**src/rtl/if_stage_pkg.sv**
```systemverilog
// Shared definitions for the S_c instruction-fetch stage: reset values,
// PC increment and the next-PC source encoding.
package if_pkg;

  localparam logic [31:0] RESET_PC = 32'h0000_0000;
  localparam logic [31:0] NOP_WORD = 32'h0000_0000;
  localparam logic [31:0] PC_INC   = 32'd4;

  typedef enum logic [1:0] {
    PC_SEQ = 2'd0,
    PC_BR  = 2'd1,
    PC_J   = 2'd2,
    PC_JR  = 2'd3
  } pc_sel_e;

endpackage

```
**src/rtl/if_stage_if.sv**
```systemverilog
// Bundle of hazard, redirect, instruction-memory and IF/ID signals seen by the fetch stage.
// master is the fetch stage itself; slave is the surrounding datapath.
interface if_stage_if;

  logic        stall;
  logic        flush;
  logic        br_taken;
  logic [31:0] br_imm;
  logic        j_taken;
  logic [25:0] j_index;
  logic        jr_taken;
  logic [31:0] jr_addr;
  logic [31:0] im_addr;
  logic [31:0] im_instr;
  logic [31:0] id_instr;
  logic [31:0] id_pc4;
  logic        id_valid;
  logic [31:0] fetch_cnt;

  modport master (
    input  stall, flush, br_taken, br_imm, j_taken, j_index, jr_taken, jr_addr, im_instr,
    output im_addr, id_instr, id_pc4, id_valid, fetch_cnt
  );

  modport slave (
    output stall, flush, br_taken, br_imm, j_taken, j_index, jr_taken, jr_addr, im_instr,
    input  im_addr, id_instr, id_pc4, id_valid, fetch_cnt
  );

endinterface

```
**src/rtl/if_stage_pc_next_sel.sv**
```systemverilog
// Next-PC selection: priority encode of the (already qualified) redirect
// requests, jr > j > br > sequential, plus the target arithmetic.
module pc_next_sel
  import if_pkg::*;
(
  input  logic [31:0] pc,
  input  logic [31:0] id_pc4,
  input  logic        br_req,
  input  logic [31:0] br_imm,
  input  logic        j_req,
  input  logic [25:0] j_index,
  input  logic        jr_req,
  input  logic [31:0] jr_addr,
  output logic [31:0] next_pc,
  output pc_sel_e     pc_sel
);

  logic [31:0] seq_target_s;
  logic [31:0] br_target_s;
  logic [31:0] j_target_s;
  logic [31:0] jr_target_s;

  // Word offsets scale by 4; the top two immediate bits fall off the 32-bit shift.
  assign seq_target_s = pc + PC_INC;
  assign br_target_s  = id_pc4 + (br_imm << 2);
  assign j_target_s   = {id_pc4[31:28], j_index, 2'b00};
  assign jr_target_s  = jr_addr & 32'hFFFF_FFFC;

  // Source priority encode
  always_comb begin
    pc_sel = PC_SEQ;
    if (jr_req) begin
      pc_sel = PC_JR;
    end else if (j_req) begin
      pc_sel = PC_J;
    end else if (br_req) begin
      pc_sel = PC_BR;
    end else begin
      pc_sel = PC_SEQ;
    end
  end

  // Target mux
  always_comb begin
    next_pc = seq_target_s;
    case (pc_sel)
      PC_SEQ:  next_pc = seq_target_s;
      PC_BR:   next_pc = br_target_s;
      PC_J:    next_pc = j_target_s;
      PC_JR:   next_pc = jr_target_s;
      default: next_pc = seq_target_s;
    endcase
  end

endmodule

```
**src/rtl/if_stage.sv**
```systemverilog
// Instruction-fetch stage: PC register, IF/ID pipeline register and fetch counter.
// No delay slot: a redirect squashes the word fetched in the same cycle.
module if_stage
  import if_pkg::*;
(
  input  logic       clk,
  input  logic       rst_n,
  if_stage_if.master bus
);

  logic [31:0] pc_r;
  logic [31:0] id_instr_r;
  logic [31:0] id_pc4_r;
  logic        id_valid_r;
  logic [31:0] fetch_cnt_r;

  logic [31:0] next_pc_s;
  pc_sel_e     pc_sel_s;
  logic        br_req_s;
  logic        j_req_s;
  logic        jr_req_s;
  logic        redirect_s;
  logic        bubble_s;

  // A redirect only belongs to a real instruction sitting in IF/ID.
  assign br_req_s = bus.br_taken & id_valid_r;
  assign j_req_s  = bus.j_taken  & id_valid_r;
  assign jr_req_s = bus.jr_taken & id_valid_r;

  pc_next_sel u_pc_next_sel (
    .pc      (pc_r),
    .id_pc4  (id_pc4_r),
    .br_req  (br_req_s),
    .br_imm  (bus.br_imm),
    .j_req   (j_req_s),
    .j_index (bus.j_index),
    .jr_req  (jr_req_s),
    .jr_addr (bus.jr_addr),
    .next_pc (next_pc_s),
    .pc_sel  (pc_sel_s)
  );

  // Squash decision for the word fetched this cycle
  always_comb begin
    redirect_s = 1'b0;
    bubble_s   = 1'b0;
    if (pc_sel_s != PC_SEQ) begin
      redirect_s = 1'b1;
    end else begin
      redirect_s = 1'b0;
    end
    bubble_s = redirect_s | bus.flush;
  end

  // PC, IF/ID and fetch counter; stall holds everything and drops pending requests
  always_ff @(posedge clk or negedge rst_n) begin
    if (!rst_n) begin
      pc_r        <= RESET_PC;
      id_instr_r  <= NOP_WORD;
      id_pc4_r    <= 32'h0000_0000;
      id_valid_r  <= 1'b0;
      fetch_cnt_r <= 32'h0000_0000;
    end else if (!bus.stall) begin
      pc_r <= next_pc_s;
      if (bubble_s) begin
        id_instr_r <= NOP_WORD;
        id_pc4_r   <= 32'h0000_0000;
        id_valid_r <= 1'b0;
      end else begin
        id_instr_r  <= bus.im_instr;
        id_pc4_r    <= pc_r + PC_INC;
        id_valid_r  <= 1'b1;
        fetch_cnt_r <= fetch_cnt_r + 32'd1;
      end
    end
  end

  assign bus.im_addr   = pc_r;
  assign bus.id_instr  = id_instr_r;
  assign bus.id_pc4    = id_pc4_r;
  assign bus.id_valid  = id_valid_r;
  assign bus.fetch_cnt = fetch_cnt_r;

endmodule

```
**src/flat_wrapper.sv**
```systemverilog
// flat-port wrapper written by rule: the top's interface ports become plain ports
module if_stage_flat import if_pkg::*;
  (clk, rst_n, bus_stall, bus_flush, bus_br_taken, bus_br_imm, bus_j_taken, bus_j_index, bus_jr_taken, bus_jr_addr, bus_im_instr, bus_im_addr, bus_id_instr, bus_id_pc4, bus_id_valid, bus_fetch_cnt);
  if_stage_if bus_i ();
  input  logic clk;
  input  logic rst_n;
  input wire logic [$bits(bus_i.stall)-1:0] bus_stall;
  input wire logic [$bits(bus_i.flush)-1:0] bus_flush;
  input wire logic [$bits(bus_i.br_taken)-1:0] bus_br_taken;
  input wire logic [$bits(bus_i.br_imm)-1:0] bus_br_imm;
  input wire logic [$bits(bus_i.j_taken)-1:0] bus_j_taken;
  input wire logic [$bits(bus_i.j_index)-1:0] bus_j_index;
  input wire logic [$bits(bus_i.jr_taken)-1:0] bus_jr_taken;
  input wire logic [$bits(bus_i.jr_addr)-1:0] bus_jr_addr;
  input wire logic [$bits(bus_i.im_instr)-1:0] bus_im_instr;
  output wire logic [$bits(bus_i.im_addr)-1:0] bus_im_addr;
  output wire logic [$bits(bus_i.id_instr)-1:0] bus_id_instr;
  output wire logic [$bits(bus_i.id_pc4)-1:0] bus_id_pc4;
  output wire logic [$bits(bus_i.id_valid)-1:0] bus_id_valid;
  output wire logic [$bits(bus_i.fetch_cnt)-1:0] bus_fetch_cnt;
  assign bus_i.stall = bus_stall;
  assign bus_i.flush = bus_flush;
  assign bus_i.br_taken = bus_br_taken;
  assign bus_i.br_imm = bus_br_imm;
  assign bus_i.j_taken = bus_j_taken;
  assign bus_i.j_index = bus_j_index;
  assign bus_i.jr_taken = bus_jr_taken;
  assign bus_i.jr_addr = bus_jr_addr;
  assign bus_i.im_instr = bus_im_instr;
  assign bus_im_addr = bus_i.im_addr;
  assign bus_id_instr = bus_i.id_instr;
  assign bus_id_pc4 = bus_i.id_pc4;
  assign bus_id_valid = bus_i.id_valid;
  assign bus_fetch_cnt = bus_i.fetch_cnt;
  if_stage u_core (.clk(clk), .rst_n(rst_n), .bus(bus_i));
endmodule
```
**config.mk**
```make
export PLATFORM = sky130hd
export DESIGN_NAME = if_stage_flat
export DESIGN_NICKNAME = d
export VERILOG_FILES = /design/src/rtl/if_stage_pkg.sv /design/src/rtl/if_stage_if.sv /design/src/rtl/if_stage_pc_next_sel.sv /design/src/rtl/if_stage.sv /design/src/flat_wrapper.sv
export SDC_FILE = /design/constraint.sdc
export NUM_CORES = 1
export LEC_CHECK = 0
export CAP_MARGIN = 20
export CORE_ASPECT_RATIO = 0.5
export CORE_UTILIZATION = 47
export DETAILED_ROUTE_END_ITERATION = 8
export HOLD_SLACK_MARGIN = 0.15
export PLACE_DENSITY_LB_ADDON = 0.25
export SKIP_LAST_GASP = 1
export SYNTH_ARGS = -nofsm -noshare
export SYNTH_HDL_FRONTEND = slang
export SYNTH_SLANG_ARGS = --single-unit
```
**constraint.sdc**
```tcl
create_clock -name clk -period 3.8 [get_ports clk]
set_clock_uncertainty 0.1 [all_clocks]
set_input_delay 1.14 -clock clk [delete_from_list [all_inputs] [get_ports clk]]
set_output_delay 1.14 -clock clk [all_outputs]
set_load 0.005 [all_outputs]
```
==> flow_metrics.env <==
export IMPL_status="completed"
export IMPL_finalNetCount=1299
export IMPL_ir_drop_mv=0.364
export IMPL_hp_start="u_core.bus.im_addr[1]"
export IMPL_multiInputGateArea_um2=4470
export IMPL_p_leak_nw=4.97
export IMPL_fmax_mhz=282
export IMPL_vias=8210
export IMPL_synth_nets=1021
export IMPL_yosysUniqueCellTypes=70
export IMPL_netlist_top_cells_count="dfrtp_1, nand2_1, o21ai_0, xnor2_1, nor2_1"
export IMPL_syn_inst=860
export IMPL_yosysTopAreaCell="dfrtp_1"
export IMPL_row_count=33
export IMPL_worstSkewPairLatency_ps=430
export IMPL_yosysMostFrequentCell="dfrtp_1"
export IMPL_drtAntennaViolNets=0
export IMPL_syn_avg_cell_area_um2=9.22
export IMPL_r2r_start="u_core.bus.id_pc4[12]"
export IMPL_fill_cells=1256
export IMPL_drt_iter0_drc=742
export IMPL_period_share=0.934
export IMPL_ctsHtreeMaxLevel=4
export IMPL_power_total_mw=5.41
export IMPL_hold_end="u_core.bus.im_addr[1]"
export IMPL_routed_wl_um=26700
export IMPL_core_area_um2=16400
export IMPL_grt_remaining_overflow=0
export IMPL_path_class="in -> reg"
export IMPL_cts_sinks=129
export IMPL_grt_total_usage=0.304
export IMPL_ff2ff_path_depth=11
export IMPL_rrSetupSlack_ps=970
export IMPL_die_x_um=186
export IMPL_tightest_slew_ps=958
export IMPL_cap_violations=0
export IMPL_cts_resized=0
export IMPL_synth_area_um2=7930
export IMPL_cts_tree="yes"
export IMPL_slew_viol_final=0
export IMPL_antenna_cells=0
export IMPL_vias_per_cell=5.96
export IMPL_drive_gt1_frac=0.0895
export IMPL_gp_congestion=0.929
export IMPL_synth_edf_count=0
export IMPL_ys_flop_type="dfrtp_1"
export IMPL_powerDensity_nw_per_um2=466
export IMPL_synth_seq_cells=129
export IMPL_hold_path_cell_count=2
export IMPL_area_growth_pct=46.4
export IMPL_die_y_um=93.8
export IMPL_clk_path_buf_depth=2
export IMPL_clk_pin_slew_ps=60
export IMPL_timing_rr_end="u_core.bus.im_addr[31]"
export IMPL_maxSlewHeadroom=0.356
export IMPL_cts_buffers_inserted=17
export IMPL_grt_pass1_vias=7600
export IMPL_first_pass_iters=7
export IMPL_hold_buffers=0
export IMPL_whs_ps=399
export IMPL_drc=0
export IMPL_cp_max_fo=3
export IMPL_yosysSeqAreaShare=0.407
export IMPL_grt_pass1_wl_um=40700
export IMPL_root_buffer="clkbuf_16"
export IMPL_dp_hpwl_um=19600
export IMPL_crit_required_ps=4000
export IMPL_start_kind="primary input"
export IMPL_rsz0062_at_grt="false"
export IMPL_start_util=0.482
export IMPL_synth_top_cell_area_share=0.407
export IMPL_grt_max_degree=75
export IMPL_pin_count=258
export IMPL_setup_violations=0
export IMPL_wl_per_cell_um=19.4
export IMPL_hp_class="reg -> reg"
export IMPL_worst_setup_path_end_kind="flop"
export IMPL_worstPathArrival_ps=3750
export IMPL_yosys_top_cells_area="dfrtp_1, xnor2_1, ha_1"
export IMPL_io_buffers=253
export IMPL_antenna_found_initial=0
export IMPL_fin_crit_ps=3550
export IMPL_yosysWarnings=0
export IMPL_async_flop_share=1.00
export IMPL_postCtsSetupBuffers=0
export IMPL_die_area_um2=17400
export IMPL_hold_viol=0
export IMPL_seq_area_um2=3230
[layout by cell type (no fill, tap or decap), types with 4 or more instances in the layout]
| master | netlist | final |
|---|---|---|
| a222oi_1 | 10 | 10 |
| and2_1 | 5 | 5 |
| a22o_1 | 41 | 41 |
| and4_1 | 7 | 7 |
| buf_12 | 0 | 4 |
| o21ai_0 | 64 | 64 |
| dfrtp_1 | 129 | 129 |
| nand2_1 | 90 | 90 |
| clkdlybuf4s50_1 | 0 | 251 |
| a21oi_1 | 45 | 45 |
| a211oi_1 | 4 | 4 |
| nor4_1 | 4 | 4 |
| inv_1 | 14 | 14 |
| a41oi_1 | 4 | 4 |
| xnor2_1 | 59 | 59 |
| buf_4 | 0 | 55 |
| xor2_1 | 18 | 18 |
| a31oi_1 | 12 | 12 |
| a21o_1 | 16 | 16 |
| o211ai_1 | 4 | 4 |
| o22ai_1 | 10 | 10 |
| clkbuf_16 | 0 | 17 |
| nand3_1 | 43 | 43 |
| o21a_1 | 7 | 7 |
| or3_1 | 5 | 5 |
| a21boi_0 | 4 | 4 |
| a221o_1 | 4 | 4 |
| a221oi_1 | 13 | 13 |
| nor2_1 | 50 | 50 |
| nor3_1 | 11 | 11 |
| nor3b_1 | 4 | 4 |
| nand4_1 | 16 | 16 |
| and3_1 | 23 | 23 |
| ha_1 | 31 | 31 |
[registers in the layout, indices dropped and copies added, names as in the netlist]
signal,count
u_core.bus.fetch_cnt,32
u_core.bus.id_instr,32
u_core.bus.id_pc4,32
u_core.bus.im_addr,32
u_core.bus.id_valid,1
[kinds of logic after synthesis]
family | Yosys count | synth area share
simple gates | 276 | 0.175
buf+inv | 65 | 0.0322
fa+ha+maj | 32 | 0.0514
flops | 129 | 0.407
compound gates | 280 | 0.248
mux | 1 | 0.00126
xor+xnor | 77 | 0.0851
[worst max-delay path, stage by stage]
cell and delay, ps:
clkdlybuf4s50_1 430, ha_1 320, buf_4 150, a21oi_1 210, o21ai_1 110, a2111oi_2 440
nor2_1 110, buf_4 160, nor3b_1 310, buf_4 190, or3_1 100, nand3_1 70
[layer usage]
layer	up-vias	part of all wire	GRT usage
met3	53	0.097	0.0702
met4	0	0.019	0.0970
met1	3913	0.42	0.413
met2	447	0.46	0.478
li1	3797	-	-
met5	-	0	0
[cell type report]
class	count	share of cell area
clock buffers	18	0.0378
clock inverters	14	0.0113
inverters	14	0.00453
multi-input cells	666	0.385
flip-flops and latches	129	0.278
well taps	227	0.0245
repair buffers	310	0.259
[power by group]
part           internal, mW  total (mW)  switching [mW]  leakage, nW
Clock                 0.926        1.61           0.680        0.275
Sequential             1.59        1.90           0.314         1.69
Combinational          1.04        1.90           0.865         3.01
Total                  3.55        5.41            1.86         4.97
[how the worst max path moves through the flow]
stage / depth (start not counted) / endpoint / startpoint / slack (ps)
2_1_floorplan: 9 / u_core.bus.im_addr[28] / bus_br_imm[0] / 440
3_3_place_gp: 11 / u_core.bus.im_addr[28] / bus_br_imm[0] / -110
3_5_place_dp: 11 / u_core.bus.im_addr[28] / bus_br_imm[0] / -120
4_1_cts: 11 / u_core.bus.im_addr[28] / bus_br_imm[0] / 320
5_1_grt: 11 / u_core.bus.im_addr[24] / bus_br_imm[0] / 180
6_report: 12 / u_core.bus.im_addr[31] / bus_br_imm[10] / 250
[per-stage QoR]
step | util | setup TNS (ps) | std cells | worst slack (ps) | instance area (um^2)
floorplan | - | 0 | 860 | 436 | 7930
global placement | 0.672 | -360 | 1346 | -111 | 11000
detailed placement | 0.672 | -451 | 1346 | -117 | 11000
CTS | 0.706 | 0 | 1378 | 322 | 11600
global route | 0.706 | 0 | 1378 | 179 | 11600
finish | 0.706 | 0 | 1378 | 250 | 11600
(Power assumes the default switching activity.)
